--- config.mk ---
export PLATFORM = sky130hd
export DESIGN_NAME = mmio_uart_tx
export DESIGN_NICKNAME = d
export VERILOG_FILES = /design/src/rtl/mmio_uart_tx.sv
export SDC_FILE = /design/constraint.sdc
export NUM_CORES = 1
export LEC_CHECK = 0
export ABC_AREA = 1
export BUFFER_PORTS_ARGS = -buffer_cell sky130_fd_sc_hd__buf_2
export CAP_MARGIN = 20
export CORE_UTILIZATION = 30
export CTS_CLUSTER_SIZE = 20
export DETAILED_ROUTE_END_ITERATION = 7
export GPL_TIMING_DRIVEN = 1
export PLACE_DENSITY = 0.56
export SKIP_CTS_REPAIR_TIMING = 1
export SLEW_MARGIN = 20
export SYNTH_ARGS = -nofsm -noshare
export SYNTH_HDL_FRONTEND = slang
export SYNTH_SLANG_ARGS = --single-unit
--- constraint.sdc ---
create_clock -name clk -period 7.6 [get_ports clk]
set_clock_uncertainty 0.2 [all_clocks]
set_input_delay 0.38 -clock clk [delete_from_list [all_inputs] [get_ports clk]]
set_output_delay 0.38 -clock clk [all_outputs]
set_load 0.1 [all_outputs]
--- src/rtl/mmio_uart_tx.sv ---
// Memory-mapped, FIFO-buffered 8N1 UART transmitter (TXDATA at BASE_ADDR, STATUS at BASE_ADDR+1).
// Define MMIO_UART_TX_PARITY_EN to insert one even-parity bit between data and stop.
module mmio_uart_tx #(
    parameter logic [11:0] BASE_ADDR    = 12'hFF0,
    parameter int          CLKS_PER_BIT = 16,
    parameter int          FIFO_DEPTH   = 8
) (
    input  logic        clk,
    input  logic        reset,
    input  logic [11:0] ram_addr,
    input  logic [31:0] data_mem_in,
    input  logic        mem_wr,
    input  logic        mem_rd,
    output logic        sel_out,
    output logic [31:0] rd_data,
    output logic        tx,
    output logic        busy
);
    localparam int             AW        = $clog2(FIFO_DEPTH);
    localparam int             CW        = AW + 1;
    localparam int             BW        = $clog2(CLKS_PER_BIT);
    localparam logic [BW-1:0]  BAUD_LAST = BW'(CLKS_PER_BIT - 1);
    localparam logic [11:0]    STAT_ADDR = BASE_ADDR + 12'd1;

`ifdef MMIO_UART_TX_PARITY_EN
    typedef enum logic [2:0] {S_IDLE, S_START, S_DATA, S_PARITY, S_STOP} state_t;
`else
    typedef enum logic [2:0] {S_IDLE, S_START, S_DATA, S_STOP} state_t;
`endif

    logic [7:0]    r_mem [FIFO_DEPTH];
    logic [AW-1:0] r_wptr, r_rptr;
    logic [CW-1:0] r_count;
    logic          r_ovf;

    state_t        r_state, w_state_nxt;
    logic [BW-1:0] r_baud, w_baud_nxt;
    logic [2:0]    r_bit, w_bit_nxt;
    logic [7:0]    r_shift, w_shift_nxt;
    logic          r_tx, w_tx_nxt;
`ifdef MMIO_UART_TX_PARITY_EN
    logic          r_par, w_par_nxt;
`endif

    logic w_sel_data, w_sel_stat, w_full, w_empty, w_busy;
    logic w_push_req, w_push, w_pop, w_ovf_set, w_bit_end;
    logic [7:0]  w_head;
    logic [31:0] w_status;
    logic        w_unused;

    assign w_unused   = ^data_mem_in[31:8];
    assign w_sel_data = (ram_addr == BASE_ADDR);
    assign w_sel_stat = (ram_addr == STAT_ADDR);
    assign sel_out    = w_sel_data || w_sel_stat;

    assign w_full     = (r_count == CW'(FIFO_DEPTH));
    assign w_empty    = (r_count == '0);
    assign w_head     = r_mem[r_rptr];
    assign w_busy     = (r_state != S_IDLE) || !w_empty;
    assign busy       = w_busy;
    assign tx         = r_tx;

    // A full FIFO still accepts a byte when the transmitter pops in the same cycle.
    assign w_push_req = mem_wr && w_sel_data;
    assign w_push     = w_push_req && (!w_full || w_pop);
    assign w_ovf_set  = w_push_req && w_full && !w_pop;

    assign w_status = {16'h0, 8'(r_count), 4'h0, r_ovf, w_busy, w_empty, w_full};
    assign rd_data  = (mem_rd && w_sel_stat) ? w_status : 32'h0;

    always_ff @(posedge clk) begin
        if (w_push) r_mem[r_wptr] <= data_mem_in[7:0];
    end

    always_ff @(posedge clk) begin
        if (reset) begin
            r_wptr  <= '0;
            r_rptr  <= '0;
            r_count <= '0;
            r_ovf   <= 1'b0;
        end else begin
            if (w_push) r_wptr <= r_wptr + AW'(1);
            if (w_pop)  r_rptr <= r_rptr + AW'(1);
            case ({w_push, w_pop})
                2'b10:   r_count <= r_count + CW'(1);
                2'b01:   r_count <= r_count - CW'(1);
                default: r_count <= r_count;
            endcase
            if (mem_wr && w_sel_stat) r_ovf <= 1'b0;
            else if (w_ovf_set)       r_ovf <= 1'b1;
        end
    end

    assign w_bit_end = (r_baud == BAUD_LAST);

    always_comb begin
        w_state_nxt = r_state;
        w_baud_nxt  = r_baud + BW'(1);
        w_bit_nxt   = r_bit;
        w_shift_nxt = r_shift;
        w_pop       = 1'b0;
`ifdef MMIO_UART_TX_PARITY_EN
        w_par_nxt   = r_par;
`endif
        case (r_state)
            S_IDLE: begin
                w_baud_nxt = '0;
                if (!w_empty) begin
                    w_pop       = 1'b1;
                    w_state_nxt = S_START;
                    w_shift_nxt = w_head;
`ifdef MMIO_UART_TX_PARITY_EN
                    w_par_nxt   = ^w_head;
`endif
                end
            end
            S_START: begin
                if (w_bit_end) begin
                    w_state_nxt = S_DATA;
                    w_baud_nxt  = '0;
                    w_bit_nxt   = 3'd0;
                end
            end
            S_DATA: begin
                if (w_bit_end) begin
                    w_baud_nxt = '0;
                    if (r_bit == 3'd7) begin
`ifdef MMIO_UART_TX_PARITY_EN
                        w_state_nxt = S_PARITY;
`else
                        w_state_nxt = S_STOP;
`endif
                    end else begin
                        w_bit_nxt   = r_bit + 3'd1;
                        w_shift_nxt = {1'b0, r_shift[7:1]};
                    end
                end
            end
`ifdef MMIO_UART_TX_PARITY_EN
            S_PARITY: begin
                if (w_bit_end) begin
                    w_state_nxt = S_STOP;
                    w_baud_nxt  = '0;
                end
            end
`endif
            S_STOP: begin
                if (w_bit_end) begin
                    w_baud_nxt = '0;
                    // Chain straight into the next start bit so frames carry no idle gap.
                    if (!w_empty) begin
                        w_pop       = 1'b1;
                        w_state_nxt = S_START;
                        w_shift_nxt = w_head;
`ifdef MMIO_UART_TX_PARITY_EN
                        w_par_nxt   = ^w_head;
`endif
                    end else begin
                        w_state_nxt = S_IDLE;
                    end
                end
            end
            default: begin
                w_state_nxt = S_IDLE;
                w_baud_nxt  = '0;
            end
        endcase

        case (w_state_nxt)
            S_START:  w_tx_nxt = 1'b0;
            S_DATA:   w_tx_nxt = w_shift_nxt[0];
`ifdef MMIO_UART_TX_PARITY_EN
            S_PARITY: w_tx_nxt = w_par_nxt;
`endif
            default:  w_tx_nxt = 1'b1;
        endcase
    end

    always_ff @(posedge clk) begin
        if (reset) begin
            r_state <= S_IDLE;
            r_baud  <= '0;
            r_bit   <= 3'd0;
            r_shift <= 8'h0;
            r_tx    <= 1'b1;
`ifdef MMIO_UART_TX_PARITY_EN
            r_par   <= 1'b0;
`endif
        end else begin
            r_state <= w_state_nxt;
            r_baud  <= w_baud_nxt;
            r_bit   <= w_bit_nxt;
            r_shift <= w_shift_nxt;
            r_tx    <= w_tx_nxt;
`ifdef MMIO_UART_TX_PARITY_EN
            r_par   <= w_par_nxt;
`endif
        end
    end
endmodule

==> results of run 1 <==
## cell families (layout without fill, tap and decap cells)
| family | count (synthesis) | count (layout) |
|---|---|---|
| AOI/OAI and AO/OA | 53 | 53 |
| and+or+nand+nor | 258 | 258 |
| adders and majority gates | 8 | 8 |
| DFF | 97 | 97 |
| buffers and inverters | 92 | 105 |
| other | 1 | 25 |
| xor gates and xnor gates | 4 | 4 |
## routing by layer
metal / vias up / wire length (um) / GRT usage / part of all wire
met5: - / 0 / 0 / 0
met4: 0 / 235 / 0.06945 / 0.024
met3: 16 / 281 / 0.02294 / 0.029
met2: 67 / 4740 / 0.2285 / 0.48
met1: 1585 / 4534 / 0.1618 / 0.46
li1: 1721 / - / - / -
## flip-flops by register name, summed over array words and instances (netlist names), named ones only
signal and count:
r_state 3, r_rptr 3, r_baud 4, r_wptr 3
r_bit 3, r_mem 64, tx 1, r_shift 8
r_ovf 1, r_count 4
## layout by cell type (no fill, tap or decap), types with 7 or more instances in the layout
cell	count
ha_1	8
buf_2	34
clkbuf_16	9
conb_1	25
o211ai_1	7
nand3_1	50
inv_1	50
o21ai_0	24
a21oi_1	20
nand4_1	9
dfxtp_1	33
nor2_1	61
nand2_1	112
edfxtp_1	64
## worst min-delay path by stage
stage                              to  slack (ps)  cells past startpoint
after floorplan             r_baud[0]         220                      1
after detailed placement    r_baud[0]         240                      1
after global routing      r_mem[4][1]         100                      1
after CTS                       r_ovf          90                      4
after global placement      r_baud[0]         230                      1
final                     r_mem[6][6]          90                      1
## worst max-delay path, cell delays in order (launching register included)
cell and delay (ps):
dfxtp_1 350, ha_1 230, nand2_1 120, nor2_4 230
nand2_2 120, nand2_4 120, nor3_4 70, nor2_4 180
inv_1 90, ha_1 250, nand2_1 110, inv_1 50
nor2_1 180, ha_1 190, a21oi_1 50, xor2_1 160
o21ai_0 150, inv_1 50
## per-stage QoR
step / power [W] / std cells
floorplan: 0.001045 / 537
global placement: 0.001124 / 718
detailed placement: 0.001134 / 718
CTS: 0.001559 / 734
global route: 0.001653 / 734
finish: 0.001547 / 734
## final cells by class
cell class              count  share of cell area
clock inverters             6            0.008768
flip-flops and latches     97              0.5027
multi-input cells         348              0.3251
well taps                 184             0.04481
inverters                  54             0.03945
repair buffers             35             0.03458
clock buffers              10             0.04457
## power by group
| part | internal, W | total (W) | switching, W |
|---|---|---|---|
| combinational | 0.000129 | 0.000484 | 0.000355 |
| sequential | 0.000597 | 0.000639 | 0.0000417 |
| clock | 0.000222 | 0.000424 | 0.000202 |
| total | 0.000948 | 0.00155 | 0.000598 |
==> run metrics, run 1 <==
Slew HR 0.3341; largest family of logic cells by synthesized area simple AND/OR/NAND/NOR gates; H-tree depth reported by CTS 3; Post-synth EDFFs 64; Via Count 3389; Setup crit start r_baud[0]; first-pass GRT wire length 16.17 mm; final hold vios 0; Compound-Gate Fraction of Synth Area 0.06160; minimum clock period 2997 ps; top post-synthesis cells by area edfxtp_1, dfxtp_1, nand2_1; pre-CTS WS 4605 ps; Antenna Cells 0; post-synthesis xor/xnor area fraction 0.007598; largest net degree at the start of global routing 35; TritonCTS clock tree done; dpl cell area 0.004861 mm^2; count leader, synth nand2_1; Syn. warnings 0; endpoint class of the critical path register; die width 126.0 um; 1st-pass router iterations 5; CP Class reg2reg; cts bufs inserted 9; Core Area 0.01475 mm^2; final WL 9.791 mm; Rows 44; crit-path max FO 10; min-delay src data_mem_in[6]; post-synth top area cell edfxtp_1; Cell variety after synth 32; Worst EP required 7650 ps; die area 0.01587 mm^2; GRT overflow 0; reg2reg end r_count[2]; Post-Synth Adder-Cell Area 0.02171; Worst Max-Slew Pin Slew 995.2 ps; chip height 126.0 um; hold_ws 94.83 ps; Ports 83; worst setup margin 4603 ps; Reg2Reg Depth 17; unrepaired setup endpoints after global routing false; Worst Setup EP r_count[2]; Async SR Flop Fraction 0; post-route ant nets 0; Reg2Reg Setup Slack 4600 ps; simple logic cell fraction of the synthesized area 0.2505; # clock sinks 97; GRT Total Usage 0.1338; CTS Root Cell clkbuf_16; CP startpoint kind register; GP Congestion 0.7780; initial antenna violation count 0; Max Cap Viol 0; Post-Synthesis Cell Area 0.004611 mm^2; Seq. cell area 0.002582 mm^2; Worst EP arrival 3040 ps; mean post-synth cell area 8.988 um^2; Max Freq 333.7 MHz; layout overhead on the synthesized area 11.42%; clk buf depth 2; worst vdd ir 0.1173 mV; Multi-input gate area 0.001670 mm^2; vias in the first global route 3237; part of the cycle the worst path needs 0.3943; Cells after Synth 513; leak pwr 2.098 nW; share of the synthesized area in the top cell type 0.4168; Final HPWL DP 6.507 mm; Reg clk slew, reported paths 70 ps; setup TNS 0 ps; final layout net count 601; Hold WC Path Type in2reg; post-layout instance area 0.005137 mm^2; later-pin clock latency in the skew report 350 ps; PD cells 301.1 mW/mm^2; status finished clean; mux contribution to synthesized area 0; port buffer count 34; Initial Util 0.3125; fin. max-slew vios 0; Main synth FF type edfxtp_1; R2R Path Start r_baud[0]; wire length per cell 13.34 um; # fillers 1493; vias per std cell 4.617; synth cell count leaders nand2_1, edfxtp_1, nor2_1; initial DRC count 151; final core utilization 0.3482; sequential-to-total area share from yosys stat 0.5601; Post-route DRC 0; register bit total from synthesis 97; final setup vio count 0; layout cells sized above 1 0.1218
(Power assumes the default switching activity.)
==> run 2: changes to the inputs <==
--- a/config.mk
+++ b/config.mk
@@ -5,14 +5,14 @@
 export SDC_FILE = /design/constraint.sdc
 export NUM_CORES = 1
 export LEC_CHECK = 0
-export ABC_AREA = 1
+export ABC_AREA = 0
 export BUFFER_PORTS_ARGS = -buffer_cell sky130_fd_sc_hd__buf_2
 export CAP_MARGIN = 20
 export CORE_UTILIZATION = 30
 export CTS_CLUSTER_SIZE = 20
 export DETAILED_ROUTE_END_ITERATION = 7
 export GPL_TIMING_DRIVEN = 1
-export PLACE_DENSITY = 0.56
+export PLACE_DENSITY = 0.57
 export SKIP_CTS_REPAIR_TIMING = 1
 export SLEW_MARGIN = 20
 export SYNTH_ARGS = -nofsm -noshare
==> constraint.sdc (replaced) <==
create_clock -name clk -period 2.88 [get_ports clk]
set_clock_uncertainty 0.2 [all_clocks]
set_input_delay 0.144 -clock clk [delete_from_list [all_inputs] [get_ports clk]]
set_output_delay 0.144 -clock clk [all_outputs]
set_load 0.1 [all_outputs]
==> run 2 against run 1 <==
Worst setup slack got worse by 4400 ps. Cell area up 2.5%. Total power up 79%. Die area decreased by 6.4%. Routed wire length down 14%. Synthesized cell count decreased by 37%. Utilization grew 3.0 points. Fmax is 10% higher.
==> run metrics, run 2 <==
status finished clean; cts bufs inserted 9; GP Congestion 0.7675; Post-synth EDFFs 64; post-synth top area cell edfxtp_1; CP Cell Sequence or4b_4, a211oi_4, and4bb_4, inv_4, ha_2, mux2i_1, a221oi_1, or4_1, a21oi_1; combinational share of power 0.070; chip height 121.9 um; leak pwr 1.862 nW; PD cells 526.6 mW/mm^2; Worst EP arrival 2800 ps; CP Class reg2reg; crit-path max FO 3; max reg flops 64; commonest non-fill, non-tap cell in the layout edfxtp_1; Post-route DRC 0; final core utilization 0.3778; final WL 8.427 mm; Hold WC Path Type in2reg; Internal 0.002091 W; Final HPWL DP 5.698 mm; Rows 43; slowest stage cell, crit path or4b_4; register bit total from synthesis 97; Ports 83; Post-Synthesis Cell Area 0.004312 mm^2; worst setup margin 155.1 ps; part of the cycle the worst path needs 0.9461; Worst Max-Slew Pin Slew 513.1 ps; die area 0.01486 mm^2; layout overhead on the synthesized area 22.11%; Syn. warnings 0; top post-synthesis cells by area edfxtp_1, dfxtp_1, mux4_2; H-tree depth reported by CTS 3; worst vdd ir 0.4094 mV; switching power 0.0006813 W; switch share 0.2457; Cell variety after synth 52; initial antenna violation count 0; Initial Util 0.3094; Top reg by flops r_mem; die width 121.9 um; post-route ant nets 0; Finished Layout Cells 579; sequential fraction of design power 0.534; port buffer count 34; CTS Root Cell clkbuf_16; largest net degree at the start of global routing 24; setup TNS 0 ps; 1st-pass router iterations 4; worst path bufs/invs 1; worst stage delay on the critical path 560 ps; synth cell count leaders edfxtp_1, dfxtp_1, buf_4; clk buf depth 2; Core Area 0.01393 mm^2; mean post-synth cell area 13.35 um^2; Max Cap Viol 0; vias per std cell 4.701; Top delay family on crit path simple AND/OR/NAND/NOR gates; GRT Total Usage 0.1216; # fillers 1331; initial DRC count 112; Antenna Cells 0; sequential-to-total area share from yosys stat 0.5990; Cells after Synth 323; vias in the first global route 2618; Max Freq 367.0 MHz; pre-CTS WS -65.72 ps; endpoint class of the critical path register; Multi-input gate area 0.001662 mm^2; later-pin clock latency in the skew report 340 ps; final layout net count 451; Largest regs r_mem: 64 flops, r_shift: 8 flops; layout cells sized above 1 0.3158; Clk network pwr share 0.396; fin. max-slew vios 0; Worst EP required 2950 ps; count leader, synth edfxtp_1; Async SR Flop Fraction 0; # clock sinks 97; share of the synthesized area in the top cell type 0.4457; Main synth FF type edfxtp_1; minimum clock period 2725 ps; Slew HR 0.6574; final hold vios 0; first-pass GRT wire length 13.36 mm; Seq. cell area 0.002582 mm^2; wire length per cell 14.55 um; final setup vio count 0; TritonCTS clock tree done; Via Count 2722; # placed instances 553; GRT overflow 0; unrepaired setup endpoints after global routing false; CP startpoint kind register; Reg clk slew, reported paths 60 ps; most frequent cells in the layout edfxtp_1, buf_2, dfxtp_1
## run 2: final timing paths
kind                   start    endpoint  slack (ps)  cells past startpoint
setup / recovery  r_count[1]  r_count[3]         160                      9
hold / removal         reset    r_bit[0]          20                      2
setup reg to reg  r_count[1]  r_count[3]         160                      9
hold reg to reg    r_baud[0]   r_baud[0]         250                      1
## run 2: cell families (layout without fill, tap and decap cells)
family | count (synthesis) | count (layout) | share of synthesized area
AOI/OAI and AO/OA | 43 | 43 | 0.06500
xor gates and xnor gates | 9 | 9 | 0.01828
adders and majority gates | 8 | 8 | 0.02322
buffers and inverters | 45 | 97 | 0.06326
DFF | 97 | 97 | 0.5990
muxes | 29 | 29 | 0.1149
other | 1 | 25 | 0.0008697
and+or+nand+nor | 91 | 91 | 0.1155
## run 2: cell type report
| class | instances | share of cell area |
|---|---|---|
| sequential | 97 | 0.4905 |
| multi-input combinational | 205 | 0.3156 |
| timing repair buffer | 74 | 0.09411 |
| clock buffer | 9 | 0.04278 |
| tap | 180 | 0.04278 |
| clock inverter | 6 | 0.008080 |
| inverter | 8 | 0.006179 |
## run 2: power by group through the flow
stage                     Clock (W)  Sequential [W]  Combinational (W)
after floorplan                   0         0.00151           0.000179
after global placement            0         0.00151           0.000183
after detailed placement          0         0.00151           0.000185
after CTS                   0.00112         0.00148           0.000185
after global routing        0.00118         0.00148           0.000204
final                       0.00110         0.00148           0.000195
## run 2: stage by stage
step           instance area, um^2  total power (W)  hold slack [ps]
6_report                      5265         0.002772            24.98
5_1_grt                       5265         0.002860            62.02
4_1_cts                       5135         0.002786           -190.2
3_5_place_dp                  4867         0.001696            171.8
3_3_place_gp                  4867         0.001695            166.9
2_1_floorplan                 4494         0.001691            40.61
## run 2: per-layer routing
layer	wire, um	GRT usage
met2	4106	0.2055
met4	102	0.03704
met1	3843	0.1515
met3	375	0.03184
met5	0	0
